`src/rtl/sdp_bram_arbiter.sv`:
```
// ============================================================================
// Module   : sdp_bram_arbiter
// Brief    : Shares one simple-dual-port BRAM (1 write port, 1 read port with
//            1-cycle synchronous read) between two requesters. The write and
//            read ports are arbitrated independently, each with its own
//            round-robin pointer. Read data is returned tagged with the ID of
//            the requester that owns it.
// Options  : SDP_ARB_RAW_BYPASS_EN
//              defined   - a read that hits the address being written in the
//                          same cycle is granted, and the write data is
//                          forwarded to rd_data on the following cycle.
//              undefined - the colliding read is held off for that cycle and
//                          retries, so it then reads the new data from RAM.
// Revision : 1.0 - initial release
// ============================================================================
`default_nettype none

module sdp_bram_arbiter #(
  parameter int ABITS = 10,
  parameter int DBITS = 36
) (
  input  logic                 clk,
  input  logic                 rst,
  input  logic [1:0]           wr_req,
  input  logic [2*ABITS-1:0]   wr_addr,
  input  logic [2*DBITS-1:0]   wr_data,
  output logic [1:0]           wr_gnt,
  input  logic [1:0]           rd_req,
  input  logic [2*ABITS-1:0]   rd_addr,
  output logic [1:0]           rd_gnt,
  output logic                 rd_valid,
  output logic                 rd_id,
  output logic [DBITS-1:0]     rd_data,
  output logic                 ram_we,
  output logic [ABITS-1:0]     ram_wa,
  output logic [DBITS-1:0]     ram_wd,
  output logic [ABITS-1:0]     ram_ra,
  input  logic [DBITS-1:0]     ram_rd
);

  // Round-robin pick between two requesters: the preferred one wins if it
  // is asking, otherwise the other one gets the grant if it is asking.
  function automatic logic [1:0] rr_pick(input logic [1:0] req, input logic ptr);
    logic [1:0] gnt;
    gnt = 2'b00;
    if (req[ptr]) begin
      gnt[ptr] = 1'b1;
    end else if (req[~ptr]) begin
      gnt[~ptr] = 1'b1;
    end
    return gnt;
  endfunction

  // Priority pointers and read-return state
  logic             r_wptr;
  logic             r_rptr;
  logic [ABITS-1:0] r_ra_hold;
  logic             r_rd_valid;
  logic             r_rd_id;

  // Per-requester unpacked views of the packed address/data buses
  logic [ABITS-1:0] w_wa  [2];
  logic [DBITS-1:0] w_wd  [2];
  logic [ABITS-1:0] w_ra  [2];
  logic [1:0]       w_hit;
  logic [1:0]       w_rd_cand;

  // Unpack buses and flag reads that target the address being written now
  for (genvar n = 0; n < 2; n++) begin : g_req
    assign w_wa[n]  = wr_addr[n*ABITS +: ABITS];
    assign w_wd[n]  = wr_data[n*DBITS +: DBITS];
    assign w_ra[n]  = rd_addr[n*ABITS +: ABITS];
    assign w_hit[n] = ram_we && (w_ra[n] == ram_wa);
  end

  // Write grant: round-robin over the raw requests, forced off in reset
  always_comb begin
    wr_gnt = 2'b00;
    if (!rst) begin
      wr_gnt = rr_pick(wr_req, r_wptr);
    end
  end

  // Write port drive; with no grant the fields of requester 0 pass through
  always_comb begin
    ram_we = |wr_gnt;
    ram_wa = wr_gnt[1] ? w_wa[1] : w_wa[0];
    ram_wd = wr_gnt[1] ? w_wd[1] : w_wd[0];
  end

`ifdef SDP_ARB_RAW_BYPASS_EN
  // Colliding reads compete normally; the forwarding path covers the hazard
  assign w_rd_cand = rd_req;
`else
  // Colliding reads sit out this cycle and retry once the write has landed
  assign w_rd_cand = rd_req & ~w_hit;
`endif

  // Read grant: round-robin over the eligible candidates, forced off in reset
  always_comb begin
    rd_gnt = 2'b00;
    if (!rst) begin
      rd_gnt = rr_pick(w_rd_cand, r_rptr);
    end
  end

  // Read address: granted reader's address, otherwise the last one issued
  always_comb begin
    ram_ra = r_ra_hold;
    if (rd_gnt[1]) begin
      ram_ra = w_ra[1];
    end else if (rd_gnt[0]) begin
      ram_ra = w_ra[0];
    end
  end

  // Pointer update: after serving requester n, prefer the other one
  always_ff @(posedge clk or posedge rst) begin
    if (rst) begin
      r_wptr <= 1'b0;
      r_rptr <= 1'b0;
    end else begin
      if (|wr_gnt) begin
        r_wptr <= ~wr_gnt[1];
      end
      if (|rd_gnt) begin
        r_rptr <= ~rd_gnt[1];
      end
    end
  end

  // Hold the last issued read address and track the one-cycle read return
  always_ff @(posedge clk or posedge rst) begin
    if (rst) begin
      r_ra_hold  <= '0;
      r_rd_valid <= 1'b0;
      r_rd_id    <= 1'b0;
    end else begin
      if (|rd_gnt) begin
        r_ra_hold <= ram_ra;
      end
      r_rd_valid <= |rd_gnt;
      r_rd_id    <= rd_gnt[1];
    end
  end

  assign rd_valid = r_rd_valid;
  assign rd_id    = r_rd_id;

`ifdef SDP_ARB_RAW_BYPASS_EN
  logic             r_byp_flag;
  logic [DBITS-1:0] r_byp_data;
  logic             w_byp_set;

  // A granted read that collides with the current write needs forwarding
  assign w_byp_set = rd_gnt[1] ? w_hit[1] : (rd_gnt[0] & w_hit[0]);

  // Capture the write data for a colliding read; the flag lives one cycle
  always_ff @(posedge clk or posedge rst) begin
    if (rst) begin
      r_byp_flag <= 1'b0;
      r_byp_data <= '0;
    end else begin
      r_byp_flag <= w_byp_set;
      if (w_byp_set) begin
        r_byp_data <= ram_wd;
      end
    end
  end

  // Return forwarded data in place of the stale RAM output when flagged
  always_comb begin
    rd_data = r_byp_flag ? r_byp_data : ram_rd;
  end
`else
  // Return the RAM output directly; collisions never reach the RAM read
  always_comb begin
    rd_data = ram_rd;
  end
`endif

endmodule

`default_nettype wire

```
`config.mk`:
```
export PLATFORM = sky130hd
export DESIGN_NAME = sdp_bram_arbiter
export DESIGN_NICKNAME = d
export VERILOG_FILES = /design/src/rtl/sdp_bram_arbiter.sv
export SDC_FILE = /design/constraint.sdc
export NUM_CORES = 1
export LEC_CHECK = 0
export ABC_AREA = 0
export CAP_MARGIN = 30
export CORE_AREA = 2 2 129 68
export DETAILED_ROUTE_END_ITERATION = 8
export DIE_AREA = 0 0 131 70
export PLACE_DENSITY = 0.95
export SETUP_SLACK_MARGIN = 0.5
export SLEW_MARGIN = 40
export SYNTH_ARGS = -nofsm -noshare
export SYNTH_HDL_FRONTEND = slang
export SYNTH_SLANG_ARGS = --single-unit
export TNS_END_PERCENT = 100
```
`constraint.sdc`:
```
create_clock -name clk -period 3.65 [get_ports clk]
set_clock_uncertainty 0.05 [all_clocks]
set_input_delay 0.5475 -clock clk [delete_from_list [all_inputs] [get_ports clk]]
set_output_delay 0.5475 -clock clk [all_outputs]
set_load 0.01 [all_outputs]
```
# Yosys cells after proc, flatten, opt, wreduce, memory -nomap -nowiden
# Cells that the tools add are included.
totals:
  out_inout_bits: 99
  wordCells: 55
  inputBits: 154
  regBits: 14
classes:
  n_mux: 26
  eq_ne: 2
  bitwise: 6
  n_reduce_logical: 8
  magnitude_cmp: 8
op_table:
  columns: ["operator", "n"]
  rows:
  - ["$mux 36", 1]
  - ["$mux 10", 3]
  - ["$eq 10x10->1", 2]
  - ["$mux 1", 12]
  - ["$mux 2", 6]
  - ["$lt 1x2->1 const B", 4]
  - ["$logic_and 1x1->1", 6]
  - ["$demux 1 s1", 4]
  - ["$ge 1x1->1 const B", 4]
  - ["$not 1->1", 4]
  - ["$reduce_or 2->1", 2]
  - ["$and 2x2->2", 1]
  - ["$not 2->2", 1]

# Depth between registers and ports, before layout
# Gate-level depths: netlist of run 1.
depth:
  word_depth: 20
  ltp_mapped: 9
  ltp_nobuf: 8

# Worst setup path after synthesis of run 1
# No wires, ideal clock.
synth_timing:
  kind: "input -> output"
  start: "in rst"
  end: "out ram_ra[0]"
  cell_stages: 8
  arrival_time_ps: 2373
  required_time_ps: 3053
  path_buffers: 1
  path_slack_ps: 679
  path_cell_list: "nand2b_1 a2111o_1 a32o_1 a2111oi_4 a211o_2 a21boi_4 buf_4 a221o_1"
synth_via:
  elab_chain_len: 13
  elab_cells_between_ends: 18
  cone_classes: "eq/ne (2); mux (11); bitwise (2); reduce/logical (3)"
synth_lines:
  columns: ["element", "line", "source"]
  rows:
  - ["start, declared", "23", "input logic rst,"]
  - ["$mux 2", "79", "if (!rst) begin"]
  - ["$mux 10", "87", "ram_wa = wr_gnt[1] ? w_wa[1] : w_wa[0];"]
  - ["$eq 10x10->1", "73", "assign w_hit[n] = ram_we && (w_ra[n] == ram_wa);"]
  - ["$logic_and 1x1->1", "73", null]
  - ["$not 2->2", "96", "assign w_rd_cand = rd_req & ~w_hit;"]
  - ["$and 2x2->2", "96", null]
  - ["$mux 1 (implied by the code) (2 in a row)", "48", "end else if (req[~ptr]) begin"]
  - ["$mux 2", "48", null]
  - ["$mux 2", "46", "if (req[ptr]) begin"]
  - ["$mux 2 (*)", "102", "if (!rst) begin"]
  - ["$mux 10", "112", "end else if (rd_gnt[0]) begin"]
  - ["$mux 10 (*)", "110", "if (rd_gnt[1]) begin"]
  - ["end, declared", "37", "output logic [ABITS-1:0] ram_ra,"]
# Every way passes the cells marked *; elsewhere a longest branch is shown, timed or not. The select of a mux whose other input is x is not followed.

# Worst setup path after layout of run 1
layout_timing:
  start: "in wr_req[1]"
  end: "out ram_ra[0]"
layout_via:
  elab_chain_len: 17
  elab_cells_between_ends: 24
  cone_classes: "eq/ne (2); mux (17); bitwise (2); reduce/logical (3)"
layout_lines:
  columns: ["element", "line", "source"]
  rows:
  - ["start, declared", "24", "input logic [1:0] wr_req,"]
  - ["$mux 1 (implied by the code) (2 in a row)", "48", null]
  - ["$mux 2", "48", null]
  - ["$mux 2 (*)", "46", null]
  - ["$mux 2 (*)", "79", null]
  - ["$mux 10", "87", null]
  - ["$eq 10x10->1", "73", null]
  - ["$logic_and 1x1->1", "73", null]
  - ["$not 2->2 (*)", "96", null]
  - ["$and 2x2->2 (*)", "96", null]
  - ["$mux 1 (implied by the code) (2 in a row)", "48", null]
  - ["$mux 2", "48", null]
  - ["$mux 2 (*)", "46", null]
  - ["$mux 2 (*)", "102", null]
  - ["$mux 10", "112", null]
  - ["$mux 10 (*)", "110", null]
# Marked as above.

==> impl_metrics.toml, run 1 <==
[routing]
ant_nets = 0
wl_per_cell_um = 20.2
via_per_inst = 5.13
first_pass_iters = 5
via_count = 3440
drtIter0Drc = 209
drc = 0
drt-total-wl_um = 13500

[timing]
maxSlewHeadroom_pct = 69.2
min_period_ns = 3.47
finalHoldViolations = 0
worst_slack_ns = 0.182
worst_slew_pin_slew_ns = 0.458
clock.fmax_mhz = 288
setup_violations = 0
slew_viol_final = 0
finalCritPeriodShare_pct = 95.0
rsz0062_at_grt = "yes"

[placement]
placed_cells = 632
dp_hpwl_um = 10200
dpl_cell_area_um2 = 4330
gp_congestion = 1.14
numPortBuffers = 180
dp_slack_ns = -0.849

[worst_setup_path]
crit_path_frequent_cell = "buf_6"
cp.buffers_inverters = 4
path_cells = "buf_8 -> nor2b_4 -> buf_6 -> and3_4 -> or3_4 -> a221oi_4 -> a41oi_4 -> buf_6 -> and4bb_1 -> a221o_1 -> buf_2"
cp_max_fo = 5
slowest_delay_ns = 0.40
cp_data_arrival_time_ns = 2.87
endpoint_kind = "output port"
cp-start-kind = "primary input"
path_delay_family = "compound AO/OA/AOI/OAI gates"
critical_path_class = "primary input to output port"
required_ns = 3.05
crit_path_top_delay_cell = "a221oi_4"

[clock_network]
cts_root_buffer = "clkbuf_16"
h-tree-depth = 1
cts_inserted_buffers = 3
cts_tree = "built"
clk_path_buf_depth = 2
clock-sinks = 14
clock_latency_ns = 0.25
hold_buffers = 0
path_clk_slew_ns = 0.05

[floorplan]
core_um2 = 8260
die_h_um = 70
dieWidth_um = 131
io_pins = 253
initial_core_util_pct = 27.6
rows = 24
dieArea_um2 = 9170

[logic_synthesis]
synth_area_per_cell_um2 = 7.05
ys_types = 49
synth.area.top_cells = "nand2_1 19%, dfrtp_1 15%, buf_4 12%, a221o_1 8.8%, and4bb_1 4.9%"
ys_async_sr_fraction_pct = 100
yosysTopAreaCell = "nand2_1"
yosysTopAreaCellShare_pct = 19.5
yosysSeqAreaShare_pct = 15.4
ys.flop_type = "dfrtp_1"
netlist_instances = 323
synth-seq-cells = 14
synth_warnings = 0
synth_nets = 477
syn-cell-area_um2 = 2280
synth_edf_count = 0

[min_path]
hp-class = "flop to flop"

[power_and_ir_drop]
peakVddDrop_v = 0.000158
pwr-share-comb_pct = 63.4
p_sw_mw = 0.403
intPower_mw = 0.720
pwr-share-seq_pct = 17.3
leakagePower_nw = 2.32
pwr-share-clk_pct = 19.3
switching_share_pct = 35.9
powerDensity_nw_per_um2 = 226

[finish]
fin_cells = 670
final_area_um2 = 4960
final_util_pct = 60.1
fill_cells = 717
layout_common_cells = "131 x clkdlybuf4s50_1, 117 x nand2_1, 86 x buf_4, 23 x dlygate4sd2_1, 20 x a221o_1"
area_growth_pct = 118
layout_commonest_cell = "clkdlybuf4s50_1"
nets = 708
final_layout_size_suffix_gt1_share_pct = 33.3

[run]
cap_violations = 0

[global_routing]
grt_max_degree = 38
grt-ovfl-total = 0
antenna_found_initial = 2
grt_util_all_layers_pct = 29.1
grt_pass1_vias = 3506
grt_pass1_wl_um = 19900

[run_status]
status = "finished, final reports clean"
## area by class of cell
cell class / count / area (um2) / share of cell area (%)
antenna: 1 / 2.50 / 0.0505
clock buffer: 3 / 75.1 / 1.51
inverter: 13 / 48.8 / 0.984
multi-input combinational: 244 / 1850 / 37.4
sequential: 14 / 350 / 7.06
tap: 117 / 146 / 2.95
timing repair buffer: 278 / 2480 / 50.1
## power groups by stage
stage	registers [mW]	clock network [mW]	logic, mW
6_report	0.195	0.216	0.712
5_1_grt	0.196	0.225	0.751
2_1_floorplan	0.190	0	0.275
3_5_place_dp	0.193	0	0.616
3_3_place_gp	0.192	0	0.600
4_1_cts	0.194	0.212	0.679
## what timing repair did
item | 4_1_cts | 5_1_grt
pin swaps | 29 | 15
gates cloned | 1 | 0
buffers inserted | 25 | 8
setup endpoints to repair | 60 | 12
gates resized for setup | 180 | 19
## layer usage
metal / up-vias / global-route usage, % / share of wire [%]
li1: 1555 / - / -
met1: 1605 / 36.9 / 42
met2: 225 / 43.4 / 42
met3: 55 / 10.3 / 10
met4: 0 / 14.5 / 5.8
met5: - / 0 / 0
## worst paths after layout
kind,from,depth (start not counted),slack (ns),endpoint
worst max-delay path,wr_req[1],11,0.18,ram_ra[0]
worst min-delay path,r_ra_hold[4]$_DFFE_PP0P_,1,0.47,r_ra_hold[4]$_DFFE_PP0P_
worst max register to register,r_wptr$_DFFE_PP0P_,11,0.79,r_ra_hold[7]$_DFFE_PP0P_
worst min register to register,r_ra_hold[4]$_DFFE_PP0P_,1,0.47,r_ra_hold[4]$_DFFE_PP0P_
max in group asynchronous,rst,4,2.86,r_ra_hold[4]$_DFFE_PP0P_
min in group asynchronous,rst,4,0.50,r_ra_hold[3]$_DFFE_PP0P_
## synthesized netlist by cell type, drive strengths merged (5+ instances only)
cell	n
nor2b	10
nand2	118
dfrtp	14
a221o	20
inv	13
clkbuf	7
o21ai	12
a21oi	10
xor2	9
a221oi	5
nand3	9
buf	46
and4bb	9
nor4	5
and3	9
## stage by stage
step	setup TNS, ns	hold WS (ns)	power [mW]
after floorplan	0	0.423	0.465
after global placement	-9.78	0.446	0.791
after detailed placement	-9.69	0.456	0.809
after CTS	0	0.468	1.09
after global routing	0	0.482	1.17
final	0	0.468	1.12
## flip-flops by register name (all words and copies together), names as in the netlist
name / count
rd_id: 1
r_ra_hold: 10
r_rptr: 1
rd_valid: 1
r_wptr: 1
## kinds of logic (layout without fill, tap and decap cells)
group | count (synthesis) | in the layout | synth area share, %
xor gates and xnor gates | 12 | 12 | 4.62
buffers and inverters | 66 | 294 | 19.1
other | 0 | 1 | 0
AOI/OAI and AO/OA | 60 | 61 | 23.1
DFF | 14 | 14 | 15.4
and+or+nand+nor | 171 | 171 | 37.8
(Power assumes the default switching activity.)
==> inputs of run 2 (changes only) <==
Settings changed: SETUP_SLACK_MARGIN 0.5 to 0.1, SKIP_CTS_REPAIR_TIMING from default to 1.
==> run 2 against run 1 <==
Against the previous run:
- critical path depth did not move
- hold slack about the same
- clock power is essentially flat
- sequential power about the same
- combinational power decreased by 2%
- highest routed layer unchanged
- core utilization fell by 0.33 points
- total power shrank 1.4%
- global-route usage down 3.6 points
- sequential cell count stayed put
==> impl_metrics.toml, run 2 (same netlist as run 1, synthesis figures left out) <==
[timing]
maxSlewHeadroom_pct = 70.0
finalHoldViolations = 0
clock.fmax_mhz = 280
worst_slew_pin_slew_ns = 0.448
min_period_ns = 3.58
slew_viol_final = 0
hold_ws_ns = 0.468
setup_violations = 0
finalCritPeriodShare_pct = 98.0
rsz0062_at_grt = "yes"

[global_routing]
grt_pass1_wl_um = 17700
grt_util_all_layers_pct = 25.5
grt_pass1_vias = 3199
grt_max_degree = 38
grt-ovfl-total = 0
antenna_found_initial = 3

[clock_network]
cts_inserted_buffers = 3
cts_tree = "built"
cts_root_buffer = "clkbuf_16"
clk_path_buf_depth = 2
h-tree-depth = 1
path_clk_slew_ns = 0.05
clock-sinks = 14
clock_latency_ns = 0.25

[power_and_ir_drop]
powerDensity_nw_per_um2 = 225
leakagePower_nw = 2.52
peakVddDrop_v = 0.000165
power_mw = 1.11

[routing]
via_per_inst = 5.22
wl_per_cell_um = 20.7
drtIter0Drc = 216
drt-total-wl_um = 13500
drc = 0
ant_nets = 0
via_count = 3422
first_pass_iters = 6

[finish]
largest_reg_flops = 10
final_util_pct = 59.7
area_growth_pct = 117
final_layout_size_suffix_gt1_share_pct = 28.2
nets = 691
fin_cells = 655
layout_commonest_cell = "clkdlybuf4s50_1"
regMostFlops = "r_ra_hold"
layout_common_cells = "135 x clkdlybuf4s50_1, 116 x nand2_1, 71 x buf_4, 36 x dlymetal6s2s_1, 20 x a221o_1"

[worst_setup_path]
rrSetupSlack_ns = 0.79
r2r-start = "r_wptr$_DFFE_PP0P_"
endpoint_kind = "output port"
ff2ff_path_depth = 13
cp_max_fo = 8
critical_path_class = "primary input to output port"
cp-start-kind = "primary input"
cp_data_arrival_time_ns = 2.98
r2r_end = "r_ra_hold[7]$_DFFE_PP0P_"
required_ns = 3.05

[floorplan]
rows = 24
io_pins = 253
core_um2 = 8260
dieWidth_um = 131
dieArea_um2 = 9170
initial_core_util_pct = 27.6
die_h_um = 70

[run]
cap_violations = 0

[placement]
placed_cells = 632
numPortBuffers = 180
dp_hpwl_um = 10200
gp_congestion = 1.14

[min_path]
min_from = "r_ra_hold[4]$_DFFE_PP0P_"
min_path_cells = 1
hp-class = "flop to flop"
min_to = "r_ra_hold[4]$_DFFE_PP0P_"

[run_status]
status = "finished, final reports clean"
-- run 2: changes by cell type in the layout (fill, tap and decap cells not counted), sizes merged, moves of 2 or more --
| cell | before | now |
|---|---|---|
| buf | 113 | 83 |
| dlygate4sd2 | 23 | 0 |
| clkdlybuf4s15 | 4 | 0 |
| diode | 1 | 3 |
| clkdlybuf4s50 | 131 | 135 |
| dlymetal6s2s | 1 | 36 |
-- run 2: report_power, final --
part	internal [mW]	switching (mW)	total (mW)
logic	0.391	0.308	0.699
registers	0.177	0.0178	0.195
clock network	0.144	0.0696	0.213
-- run 2: metal layers --
metal  track usage [%]  wire [um]
met5                 0          0
met4              10.8        723
met3              10.7       1410
met2              36.1       5860
met1              33.6       5540
-- run 2: worst max path at each step --
stage	slack (ns)	to	start
after floorplan	0.68	ram_ra[0]	rst
after global placement	-0.89	ram_ra[6]	rst
after detailed placement	-0.85	ram_ra[6]	rst
after CTS	-0.90	ram_ra[6]	rst
after global routing	0.01	ram_ra[7]	wr_req[0]
final	0.07	ram_ra[0]	rd_addr[3]
-- run 2: cell type report --
cell class | instances | area (um2)
tap | 117 | 146
antenna | 3 | 7.51
fill | 714 | 3330
multi-input combinational | 245 | 1810
clock buffer | 3 | 75.1
sequential | 14 | 352
timing repair buffer | 260 | 2490
inverter | 13 | 48.8
-- run 2: critical path, cell delays in order --
cell and delay [ns]:
clkdlybuf4s50_1 0.52, inv_2 0.09, a221oi_4 0.40, nand2_2 0.13, a32oi_4 0.31, a211o_2 0.21
a21boi_4 0.21, buf_6 0.13, buf_6 0.13, a221o_1 0.17, clkbuf_2 0.13
-- run 2: through the flow --
stage,cell area [um2],setup slack (ns),TNS [ns]
2_1_floorplan,2280,0.679,0
3_3_place_gp,4330,-0.890,-9.78
3_5_place_dp,4330,-0.849,-9.69
4_1_cts,4410,-0.905,-10.26
5_1_grt,4930,0.0106,0
6_report,4930,0.0746,0
==> inputs of run 3 (changes only) <==
Settings changed: ABC_AREA 0 to default, CAP_MARGIN 30 to 20, CTS_BUF_LIST from default to sky130_fd_sc_hd__clkbuf_8.
==> run 3 against run 2 <==
Against the previous run:
- clock power is 36% lower
- non-clock buffer count is 2 higher
- cell area is 0.15% higher
- critical path depth is 1 lower
- core utilization is 0.091 points higher
- combinational power hardly changed
- critical path type unchanged
- largest power group unchanged
- highest routed layer unchanged
==> impl_metrics.toml, run 3 (same netlist as run 1, synthesis figures left out) <==
[finish]
largest_reg_flops = 10
fill_cells = 710
layout_commonest_cell = "clkdlybuf4s50_1"
final_layout_size_suffix_gt1_share_pct = 28.5
regMostFlops = "r_ra_hold"
fin_cells = 657
area_growth_pct = 117
nets = 693
layout_common_cells = "135 x clkdlybuf4s50_1, 116 x nand2_1, 70 x buf_4, 35 x dlymetal6s2s_1, 20 x a221o_1"

[worst_setup_path]
cp-startpoint = "rd_addr[5]"
r2r_end = "r_ra_hold[7]$_DFFE_PP0P_"
crit_path_top_delay_cell = "clkdlybuf4s50_1"
slowest_delay_ns = 0.53
cp_data_arrival_time_ns = 2.96
cp_max_fo = 5
crit_path_frequent_cell = "buf_4"
cp-start-kind = "primary input"
path_cells = "clkdlybuf4s50_1 -> buf_4 -> and3_1 -> a2111oi_4 -> buf_4 -> a211oi_4 -> buf_4 -> and4bb_1 -> a221o_1 -> dlymetal6s2s_1"
endpoint_kind = "output port"
ff2ff_path_depth = 13
rrSetupSlack_ns = 0.86
critical_path_class = "primary input to output port"
cp-endpoint = "ram_ra[5]"
r2r-start = "r_wptr$_DFFE_PP0P_"
required_ns = 3.05

[routing]
drtIter0Drc = 209
wl_per_cell_um = 20.1
via_per_inst = 5.15
drt-total-wl_um = 13200
first_pass_iters = 5
via_count = 3385
drc = 0
ant_nets = 0

[power_and_ir_drop]
power_mw = 1.03
leakagePower_nw = 2.51
p_sw_mw = 0.386
switching_share_pct = 37.4
powerDensity_nw_per_um2 = 209
intPower_mw = 0.646
pwr-share-seq_pct = 18.8
peakVddDrop_v = 0.000116
pwr-share-clk_pct = 13.2
pwr-share-comb_pct = 68.0

[placement]
gp_congestion = 1.14
dp_hpwl_um = 10200
placed_cells = 632
numPortBuffers = 180
dp_slack_ns = -0.849

[run_status]
status = "finished, final reports clean"

[timing]
worst_slew_pin_slew_ns = 0.449
setup_violations = 0
finalCritPeriodShare_pct = 97.6
slew_viol_final = 0
finalHoldViolations = 0
worst_slack_ns = 0.0880
rsz0062_at_grt = "yes"
min_period_ns = 3.56
maxSlewHeadroom_pct = 69.9
clock.fmax_mhz = 281

[global_routing]
grt_pass1_wl_um = 17500
grt_pass1_vias = 3171
antenna_found_initial = 3
grt_max_degree = 38
grt_util_all_layers_pct = 25.3
grt-ovfl-total = 0

[clock_network]
clock_latency_ns = 0.26
h-tree-depth = 1
clock-sinks = 14
cts_inserted_buffers = 3
cts_root_buffer = "clkbuf_8"
cts_tree = "built"
path_clk_slew_ns = 0.06
clk_path_buf_depth = 2

[floorplan]
initial_core_util_pct = 27.6
core_um2 = 8260
die_h_um = 70
rows = 24
io_pins = 253
dieWidth_um = 131
dieArea_um2 = 9170

[run]
cap_violations = 0

[min_path]
hp-class = "flop to flop"
## run 3: cell type report
| class | count | area [um2] | area share (%) |
|---|---|---|---|
| Timing Repair Buffer | 262 | 2510 | 50.9 |
| Clock buffer | 3 | 41.3 | 0.836 |
| Multi-Input combinational cell | 245 | 1830 | 37.1 |
| Tap cell | 117 | 146 | 2.96 |
| Sequential cell | 14 | 352 | 7.12 |
| Inverter | 13 | 48.8 | 0.988 |
| Antenna cell | 3 | 7.51 | 0.152 |
## run 3: worst max-delay path, delay by kind of cell
| kind | cells | cell delay (ns) |
|---|---|---|
| AOI/OAI and AO/OA | 3 | 0.76 |
| and+or+nand+nor | 2 | 0.41 |
| buffers and inverters | 5 | 1.22 |
## run 3: stage by stage
step           setup TNS, ns  utilization (%)  hold WS (ns)  cell area (um2)
2_1_floorplan              0                -         0.423             2280
3_3_place_gp           -9.78             52.4         0.446             4330
3_5_place_dp           -9.69             52.5         0.456             4330
4_1_cts               -10.18             53.0         0.471             4370
5_1_grt             -0.00790             59.8         0.491             4940
6_report                   0             59.8         0.472             4940
## run 3: worst min path at each step
stage / slack (ns) / cells past startpoint / startpoint / to
3_5_place_dp: 0.46 / 1 / r_ra_hold[4]$_DFFE_PP0P_ / r_ra_hold[4]$_DFFE_PP0P_
6_report: 0.47 / 1 / r_ra_hold[2]$_DFFE_PP0P_ / r_ra_hold[2]$_DFFE_PP0P_
3_3_place_gp: 0.45 / 1 / r_ra_hold[9]$_DFFE_PP0P_ / r_ra_hold[9]$_DFFE_PP0P_
2_1_floorplan: 0.42 / 1 / rst / r_ra_hold[0]$_DFFE_PP0P_
4_1_cts: 0.47 / 1 / r_ra_hold[4]$_DFFE_PP0P_ / r_ra_hold[4]$_DFFE_PP0P_
5_1_grt: 0.49 / 1 / r_ra_hold[7]$_DFFE_PP0P_ / r_ra_hold[7]$_DFFE_PP0P_
## run 3: power groups by stage
stage          clock, mW  combinational (mW)  sequential [mW]
2_1_floorplan          0               0.275            0.190
3_3_place_gp           0               0.600            0.192
3_5_place_dp           0               0.616            0.193
4_1_cts            0.136               0.619            0.191
5_1_grt            0.148               0.741            0.196
6_report           0.136               0.702            0.194
## run 3: routing by layer
| metal | share of wire [%] | GRT usage [%] | vias up |
|---|---|---|---|
| li1 | - | - | 1530 |
| met1 | 43 | 33.6 | 1586 |
| met2 | 43 | 35.6 | 217 |
| met3 | 9.3 | 10.3 | 52 |
| met4 | 4.9 | 11.0 | 0 |
| met5 | 0 | 0 | - |
